==> src/rtl/clk_div_prog_if.sv <==
// Control/status bundle for the programmable clock divider.
interface clk_div_prog_if #(
  parameter int unsigned CNT_W = 16
);
  logic             en;
  logic             div_wr;
  logic [CNT_W-1:0] div_in;
  logic             div_busy;
  logic             div_err;
  logic [CNT_W-1:0] div_cur;
  logic             clk_out;
  logic             tick;
  logic             running;

  modport master (
    output en, div_wr, div_in,
    input  div_busy, div_err, div_cur, clk_out, tick, running
  );

  modport slave (
    input  en, div_wr, div_in,
    output div_busy, div_err, div_cur, clk_out, tick, running
  );
endinterface

==> src/rtl/clk_div_prog.sv <==
// Runtime-programmable clock divider: near-50% divided level plus a one-cycle
// tick per period, glitch-free divisor changes at period boundaries and a
// graceful stop that finishes the period in progress.
module clk_div_prog #(
  parameter int unsigned CNT_W      = 16,
  parameter int unsigned DEF_DIV    = 1000,
  parameter logic        IDLE_LEVEL = 1'b1
) (
  input  logic          clk,
  input  logic          rstn,
  clk_div_prog_if.slave bus
);

  typedef enum logic [1:0] {
    ST_STOP  = 2'd0,
    ST_RUN   = 2'd1,
    ST_DRAIN = 2'd2
  } state_e;

  state_e           state_q, state_d;
  logic [CNT_W-1:0] cnt_q, cnt_d;
  logic [CNT_W-1:0] div_cur_q, div_cur_d;
  logic [CNT_W-1:0] pend_val_q, pend_val_d;
  logic             pend_vld_q, pend_vld_d;
  logic             err_q, err_d;
  logic             clk_out_q, clk_out_d;
  logic             tick_q, tick_d;
  logic             running_q, running_d;

  logic             wrap_c;
  logic             in_ok_c;
  logic             boundary_c;
  logic [CNT_W-1:0] half_c;

  assign wrap_c     = (cnt_q == (div_cur_q - CNT_W'(1)));
  assign in_ok_c    = (bus.div_in >= CNT_W'(2));
  assign boundary_c = (state_q == ST_STOP) || wrap_c;

  // State register
  always_ff @(posedge clk or negedge rstn) begin
    if (!rstn) state_q <= ST_STOP;
    else       state_q <= state_d;
  end

  // Next-state logic: DRAIN keeps counting and only stops at the wrap edge
  always_comb begin
    state_d = state_q;
    case (state_q)
      ST_STOP:  if (bus.en) state_d = ST_RUN;
      ST_RUN:   if (!bus.en) state_d = ST_DRAIN;
      ST_DRAIN: begin
        if (bus.en)      state_d = ST_RUN;
        else if (wrap_c) state_d = ST_STOP;
      end
      default:  state_d = ST_STOP;
    endcase
  end

  // Counter and divisor update; a write on the apply edge re-arms pending
  always_comb begin
    cnt_d      = cnt_q;
    div_cur_d  = div_cur_q;
    pend_val_d = pend_val_q;
    pend_vld_d = pend_vld_q;
    err_d      = bus.div_wr && !in_ok_c;

    if (state_q != ST_STOP) begin
      cnt_d = wrap_c ? '0 : cnt_q + CNT_W'(1);
    end

    if (boundary_c && pend_vld_q) begin
      div_cur_d  = pend_val_q;
      pend_vld_d = 1'b0;
    end

    if (bus.div_wr && in_ok_c) begin
      if (state_q == ST_STOP) begin
        div_cur_d = bus.div_in;
      end else begin
        pend_val_d = bus.div_in;
        pend_vld_d = 1'b1;
      end
    end

    if (state_d == ST_STOP) cnt_d = '0;
  end

  // Output decode from next-cycle values so the flopped outputs line up with cnt
  always_comb begin
    half_c    = (div_cur_d >> 1) + CNT_W'(div_cur_d[0]);
    running_d = (state_d != ST_STOP);
    clk_out_d = running_d ? (cnt_d < half_c) : IDLE_LEVEL;
    tick_d    = running_d && (cnt_d == (div_cur_d - CNT_W'(1)));
  end

  // Datapath and output registers
  always_ff @(posedge clk or negedge rstn) begin
    if (!rstn) begin
      cnt_q      <= '0;
      div_cur_q  <= CNT_W'(DEF_DIV);
      pend_val_q <= '0;
      pend_vld_q <= 1'b0;
      err_q      <= 1'b0;
      clk_out_q  <= IDLE_LEVEL;
      tick_q     <= 1'b0;
      running_q  <= 1'b0;
    end else begin
      cnt_q      <= cnt_d;
      div_cur_q  <= div_cur_d;
      pend_val_q <= pend_val_d;
      pend_vld_q <= pend_vld_d;
      err_q      <= err_d;
      clk_out_q  <= clk_out_d;
      tick_q     <= tick_d;
      running_q  <= running_d;
    end
  end

  assign bus.div_busy = pend_vld_q;
  assign bus.div_err  = err_q;
  assign bus.div_cur  = div_cur_q;
  assign bus.clk_out  = clk_out_q;
  assign bus.tick     = tick_q;
  assign bus.running  = running_q;

endmodule

==> src/flat_wrapper.sv <==
// flat-port wrapper written by rule: the top's interface ports become plain ports
module clk_div_prog_flat 
#(
  parameter int unsigned CNT_W      = 16,
  parameter int unsigned DEF_DIV    = 1000,
  parameter logic        IDLE_LEVEL = 1'b1
)
  (clk, rstn, bus_en, bus_div_wr, bus_div_in, bus_div_busy, bus_div_err, bus_div_cur, bus_clk_out, bus_tick, bus_running);
  clk_div_prog_if #(.CNT_W(CNT_W)) bus_i ();
  input  logic clk;
  input  logic rstn;
  input wire logic [$bits(bus_i.en)-1:0] bus_en;
  input wire logic [$bits(bus_i.div_wr)-1:0] bus_div_wr;
  input wire logic [$bits(bus_i.div_in)-1:0] bus_div_in;
  output wire logic [$bits(bus_i.div_busy)-1:0] bus_div_busy;
  output wire logic [$bits(bus_i.div_err)-1:0] bus_div_err;
  output wire logic [$bits(bus_i.div_cur)-1:0] bus_div_cur;
  output wire logic [$bits(bus_i.clk_out)-1:0] bus_clk_out;
  output wire logic [$bits(bus_i.tick)-1:0] bus_tick;
  output wire logic [$bits(bus_i.running)-1:0] bus_running;
  assign bus_i.en = bus_en;
  assign bus_i.div_wr = bus_div_wr;
  assign bus_i.div_in = bus_div_in;
  assign bus_div_busy = bus_i.div_busy;
  assign bus_div_err = bus_i.div_err;
  assign bus_div_cur = bus_i.div_cur;
  assign bus_clk_out = bus_i.clk_out;
  assign bus_tick = bus_i.tick;
  assign bus_running = bus_i.running;
  clk_div_prog #(.CNT_W(CNT_W), .DEF_DIV(DEF_DIV), .IDLE_LEVEL(IDLE_LEVEL)) u_core (.clk(clk), .rstn(rstn), .bus(bus_i));
endmodule
==> config.mk <==
export PLATFORM = sky130hd
export DESIGN_NAME = clk_div_prog_flat
export DESIGN_NICKNAME = d
export VERILOG_FILES = /design/src/rtl/clk_div_prog_if.sv /design/src/rtl/clk_div_prog.sv /design/src/flat_wrapper.sv
export SDC_FILE = /design/constraint.sdc
export NUM_CORES = 1
export LEC_CHECK = 0
export BUFFER_PORTS_ARGS = -buffer_cell sky130_fd_sc_hd__buf_2
export CORE_MARGIN = 3
export CORE_UTILIZATION = 61
export CTS_CLUSTER_SIZE = 30
export DETAILED_ROUTE_END_ITERATION = 8
export PLACE_DENSITY = 0.9
export SLEW_MARGIN = 20
export SYNTH_ARGS = -nofsm -noshare
export SYNTH_HDL_FRONTEND = slang
export SYNTH_SLANG_ARGS = --single-unit
==> constraint.sdc <==
create_clock -name clk -period 11.4 [get_ports clk]
set_input_delay 3.42 -clock clk [delete_from_list [all_inputs] [get_ports clk]]
set_output_delay 3.42 -clock clk [all_outputs]
set_load 0.005 [all_outputs]
# Yosys cells after proc, flatten, opt, wreduce, memory -nomap -nowiden
# Index checks and enable logic that the tools add are counted.
# word_totals
wordCells	46
inputBits	20
register_bits	55
out_inout_bits	21
# classes
reduce_logical	11
add_sub_neg	4
order_cmp	2
n_bitwise	1
mux	15
n_eq_ne	4
# op_table
operator	count
$mux 16	6
$eq 16x16->1	2
$sub 16x1->16 const B	2
$add 15x1->16	1
$add 16x1->16 const B	1
$ge 16x2->1 const B	1
$lt 16x16->1	1
$mux 2	4
$pmux 2 s3	1
$logic_and 1x1->1	4
$logic_not 2->1	2
$mux 1	4
$reduce_bool 2->1	2
$eq 2x1->1 const B	1
$eq 2x2->1 const B	1
$reduce_and 2->1	1
$logic_not 1->1	1
$logic_or 1x1->1	1
$not 1->1	1

# Depth between registers and ports, before layout
# depth
depth_word	10
mapped_depth	24

# Worst setup path after synthesis
# No wires, ideal clock.
# synth_timing
path_kind	input to register
startpoint	input bus_div_in[12]
endpoint	register u_core.clk_out_q (netlist: u_core.bus.clk_out)
n_path_buf	2
cell_stages	21
slack_ns	4.135
arrival_ns	7.205
t_required_ns	11.341
cell_sequence	nor4_1 -> nand4_1 -> nand3_1 -> clkbuf_1 -> clkbuf_1 -> nor2_1 -> a31oi_2 -> nand3_1 -> or4b_1 -> nor2b_1 -> xnor2_1 -> ha_1 -> a21o_1 -> a21oi_1 -> nor2b_1 -> o21ai_0 -> nand2b_1 -> a21oi_1 -> nor2b_1 -> o21ai_0 -> a31o_2
# synth_between
elab_chain_len	6
elab_cells_between_ends	7
cone_classes	add/sub (1); order compare (2); mux (3); reduce/logical (1)
# synth_rtl
item	line	text
from (decl)	flat_wrapper.sv:14	input wire logic [$bits(bus_i.div_in)-1:0] bus_div_in;
$ge 16x2->1	clk_div_prog.sv:36	assign in_ok_c = (bus.div_in >= CNT_W'(2));
$logic_and 1x1->1	clk_div_prog.sv:76	if (bus.div_wr && in_ok_c) begin
$mux 16	clk_div_prog.sv:76	
named net u_core.div_cur_d[7]	clk_div_prog.sv:22	logic [CNT_W-1:0] div_cur_q, div_cur_d;
$add 15x1->16	clk_div_prog.sv:90	half_c = (div_cur_d >> 1) + CNT_W'(div_cur_d[0]);
$lt 16x16->1	clk_div_prog.sv:92	clk_out_d = running_d ? (cnt_d < half_c) : IDLE_LEVEL;
$mux 1	clk_div_prog.sv:92	
named net u_core.clk_out_d	clk_div_prog.sv:26	logic clk_out_q, clk_out_d;
to (signal assigned)	clk_div_prog.sv:113	clk_out_q <= clk_out_d;
to (decl)	clk_div_prog.sv:26	
# The timed path passes the listed nets, and every way through them passes these cells.
# A chain may end at the register's enable or synchronous reset.

# Worst setup path in the final report
# layout_timing
startpoint	input bus_div_in[15]
endpoint	register u_core.clk_out_q (netlist: u_core.bus.clk_out)
# Same word-level chain as after synthesis.

==> summary.md <==
| Metric | Value |
|---|---|
| Area after DPL | `~4600 sq um` |
| Cell Rows | `30` |
| Initial drt markers | `300` |
| CP Max Fanout | `15` |
| Net count, final | `~560` |
| EDFF count, synth | `0` |
| Register area share after synthesis | `32.1%` |
| Prevailing post-synth register cell | `dfrtp_1` |
| Crit path time final | `7.76 ns` |
| Most common library cell in the layout ignoring fill and taps | `nor2_1` |
| Most frequent cells in the layout | `52 x nor2_1, 48 x dfrtp_1, 40 x buf_2, 35 x xnor2_1, 33 x nand2_1` |
| Status | `completed` |
| Dpl hpwl | `just over 9 mm` |
| Hold Violations, Final | `0` |
| Crit path DAT | `between 8 and 9 ns` |
| Post-route insts no fill | `~620` |
| Gp weighted congestion | `0.954` |
| Post-CTS setup buffer count | `0` |
| Final TNS setup | `0 ns` |
| Type of origin of the critical path | `input pin` |
| FMAX | `between 100 and 150 MHz` |
| Core Util, Final | `approximately 70%` |
| Post-synth cell types | `just under 70` |
| Worst endpoint required time | `approximately 12 ns` |
| Setup Viol. Count Final | `0` |
| I/O Buffers | `40` |
| Final ANT Viol Nets | `0` |
| WL per Instance | `19.1 microns` |
| RSZ-0062 raised after global routing | `no` |
| Total GRT Usage | `30.3%` |
| Async SR Flop Fraction | `100%` |
| Initial core utilization | `a little over three fifths` |
| CP endpoint kind | `register` |
| # IOs | `between 40 and 50` |
| Share of cells above drive strength 1 | `roughly a fifth` |
| Overall Power | `0.657 mW` |
| Post_cts resized | `0` |
| Final worst slack | `around 3.6 ns` |
| Ant. Diodes | `0` |
| Final Cycle Share | `68.1%` |
| # DRC | `0` |
| Clk root buf | `clkbuf_8` |
| Antenna violations before repair | `0` |
| Max-cap viol count | `0` |
| Clk sinks | `55` |
| Clk_lat worst skew | `approximately 0.33 ns` |
| Routed wire length | `about 12 mm` |
| Leakage power | `between 1.5 and 2 nW` |
| Placed cells | `slightly above 600` |
| Syn_nets | `526` |
| Reg area | `about 1400 sq um` |
| Die Area | `around 8100 sq um` |
| Netlist Area Pre-Place | `between 4000 and 5000 sq um` |
| Worst-Margin Slew | `around 0.84 ns` |
| Worst Hold Class | `reg -> reg` |
| Die width | `approximately 90 microns` |
| Post-CTS Hold Buffers | `0` |
| Max Slew Vio Count | `0` |
| Avg Inst Size Synth | `8.82 sq um` |
| Total gr overflow | `0` |
| Clock Pin Slew Worst Setup and Hold Paths | `~0.11 ns` |
| CTS buffer count | `5` |
| Core area | `~6800 sq um` |
| Via density | `between 6 and 7` |
| Post-route cell area | `approximately 4700 sq um` |
| Clk buf depth | `2` |
| Register bit total from synthesis | `55` |
| Area Growth Syn to Fin | `8.35%` |
| Area of the multi-input gates | `approximately 2800 sq um` |
| VDD IR max | `between 0.09 and 0.1 mV` |
| Slew HR | `43.9%` |
| Yosys synthesis warning count | `0` |
| Vias | `around 4000` |
| Kind of critical path | `in -> reg` |
| First-pass GRT wire length | `roughly 20 mm` |
| Largest net degree at the start of global routing | `56` |
| Vias in the first global route | `4000` |
| CTS tree | `done` |
| Clock Skew | `approximately 0.0091 ns` |
| Die H | `around 90 microns` |
| Pwr Density | `141 nW/um^2` |
| H-tree Lvls | `2` |
| Drt pass-1 iters | `5` |
| Worst hold slack | `about 0.52 ns` |
| Cells after synthesis | `about 490` |
| # fillers | `553` |
| Dpl ws | `3.43 ns` |
## path summary, 6_finish.rpt
path | to | slack [ns] | cells after the start | from
setup / recovery | u_core.bus.clk_out$_DFF_PN1_ | 3.64 | 20 | bus_div_in[15]
hold / removal | u_core.pend_val_q[1]$_DFFE_PN0P_ | 0.52 | 1 | u_core.pend_val_q[1]$_DFFE_PN0P_
setup reg to reg | u_core.bus.clk_out$_DFF_PN1_ | 4.93 | 21 | u_core.bus.div_cur[6]$_DFF_PN1_
hold reg to reg | u_core.pend_val_q[1]$_DFFE_PN0P_ | 0.52 | 1 | u_core.pend_val_q[1]$_DFFE_PN0P_
max in group asynchronous | u_core.state_q[0]$_DFF_PN0_ | 7.70 | 2 | rstn
min in group asynchronous | u_core.pend_val_q[0]$_DFFE_PN0P_ | 3.22 | 2 | rstn
## critical path, cell delays in order
cell and delay, ns:
buf_2 0.12, nor4_1 0.42, nand4_1 0.25, nand3_1 0.44
nor2_1 0.08, a31oi_1 0.49, nand4_1 0.33, or4b_1 0.66
nor2b_1 0.25, nand2_1 0.10, xor2_1 0.17, ha_1 0.33
a21oi_1 0.14, nor2b_1 0.06, o21ai_0 0.17, nand2b_1 0.07
a21oi_1 0.14, nor2b_1 0.05, o21ai_0 0.16, a31o_2 0.18
## registers in the layout, summed over array words and instances, names as in the netlist
| register | count |
|---|---|
| u_core.bus.div_err | 1 |
| u_core.cnt_q | 16 |
| u_core.bus.running | 1 |
| u_core.bus.tick | 1 |
| u_core.bus.div_cur | 16 |
| u_core.state_q | 2 |
| u_core.pend_val_q | 16 |
| u_core.bus.div_busy | 1 |
| u_core.bus.clk_out | 1 |
## logic make-up after synthesis
kind of cell | Yosys count | share of synthesized area [%]
buffers and inverters | 33 | 3.07
multiplexers | 27 | 6.79
XOR/XNOR | 58 | 12.1
AO/OA/AOI/OAI | 99 | 16.7
flip-flops | 55 | 32.1
AND/OR/NAND/NOR | 200 | 24.2
adder cells (fa/ha/maj) | 17 | 4.93
## synth_stat cells (all sizes together) (5+ instances only)
cell type,instances,area share [%]
xor2,22,4.5
nor2,52,4.5
nand4,9,1.3
or2,6,0.87
o21ai,22,2.6
ha,17,4.9
inv,16,1.4
a31oi,17,3.1
nand3,21,2.4
or4,5,1.1
and3,8,1.2
nor3,16,1.9
xnor2,35,7.1
clkbuf,16,1.4
nor4,12,1.7
o21a,5,0.87
and2,8,1.2
mux2i,9,2.1
dfstp,7,4.3
nand2b,5,0.73
a21oi,13,1.7
or3,5,0.87
dfrtp,48,28
nand2,33,2.9
nor2b,7,1.0
mux2,18,4.7
## power breakdown
group          total, mW  internal, mW  switching (mW)  leakage (nW)
Sequential         0.269         0.228          0.0415         0.672
Clock              0.120        0.0458          0.0738        0.0502
Combinational      0.268         0.114           0.154          1.23
## area by class of cell
type / count / share of cell area [%]
Multi-Input combinational cell: 401 / 59.8
Sequential cell: 55 / 29.6
Timing Repair Buffer: 42 / 4.60
Tap cell: 96 / 2.57
Clock buffer: 5 / 1.47
Inverter: 16 / 1.28
Clock inverter: 3 / 0.616
## metal layers
metal  GRT usage [%]  wire length (microns)  part of all wire (%)  vias up
met4            10.7                    339                   2.9        0
met2            49.7                   5640                    48      220
met5               0                      0                     0        -
met3            7.53                    946                   8.0       34
met1            38.8                   4850                    41     1928
li1                -                      -                     -     1853
Power figures use the tool's default switching activity.
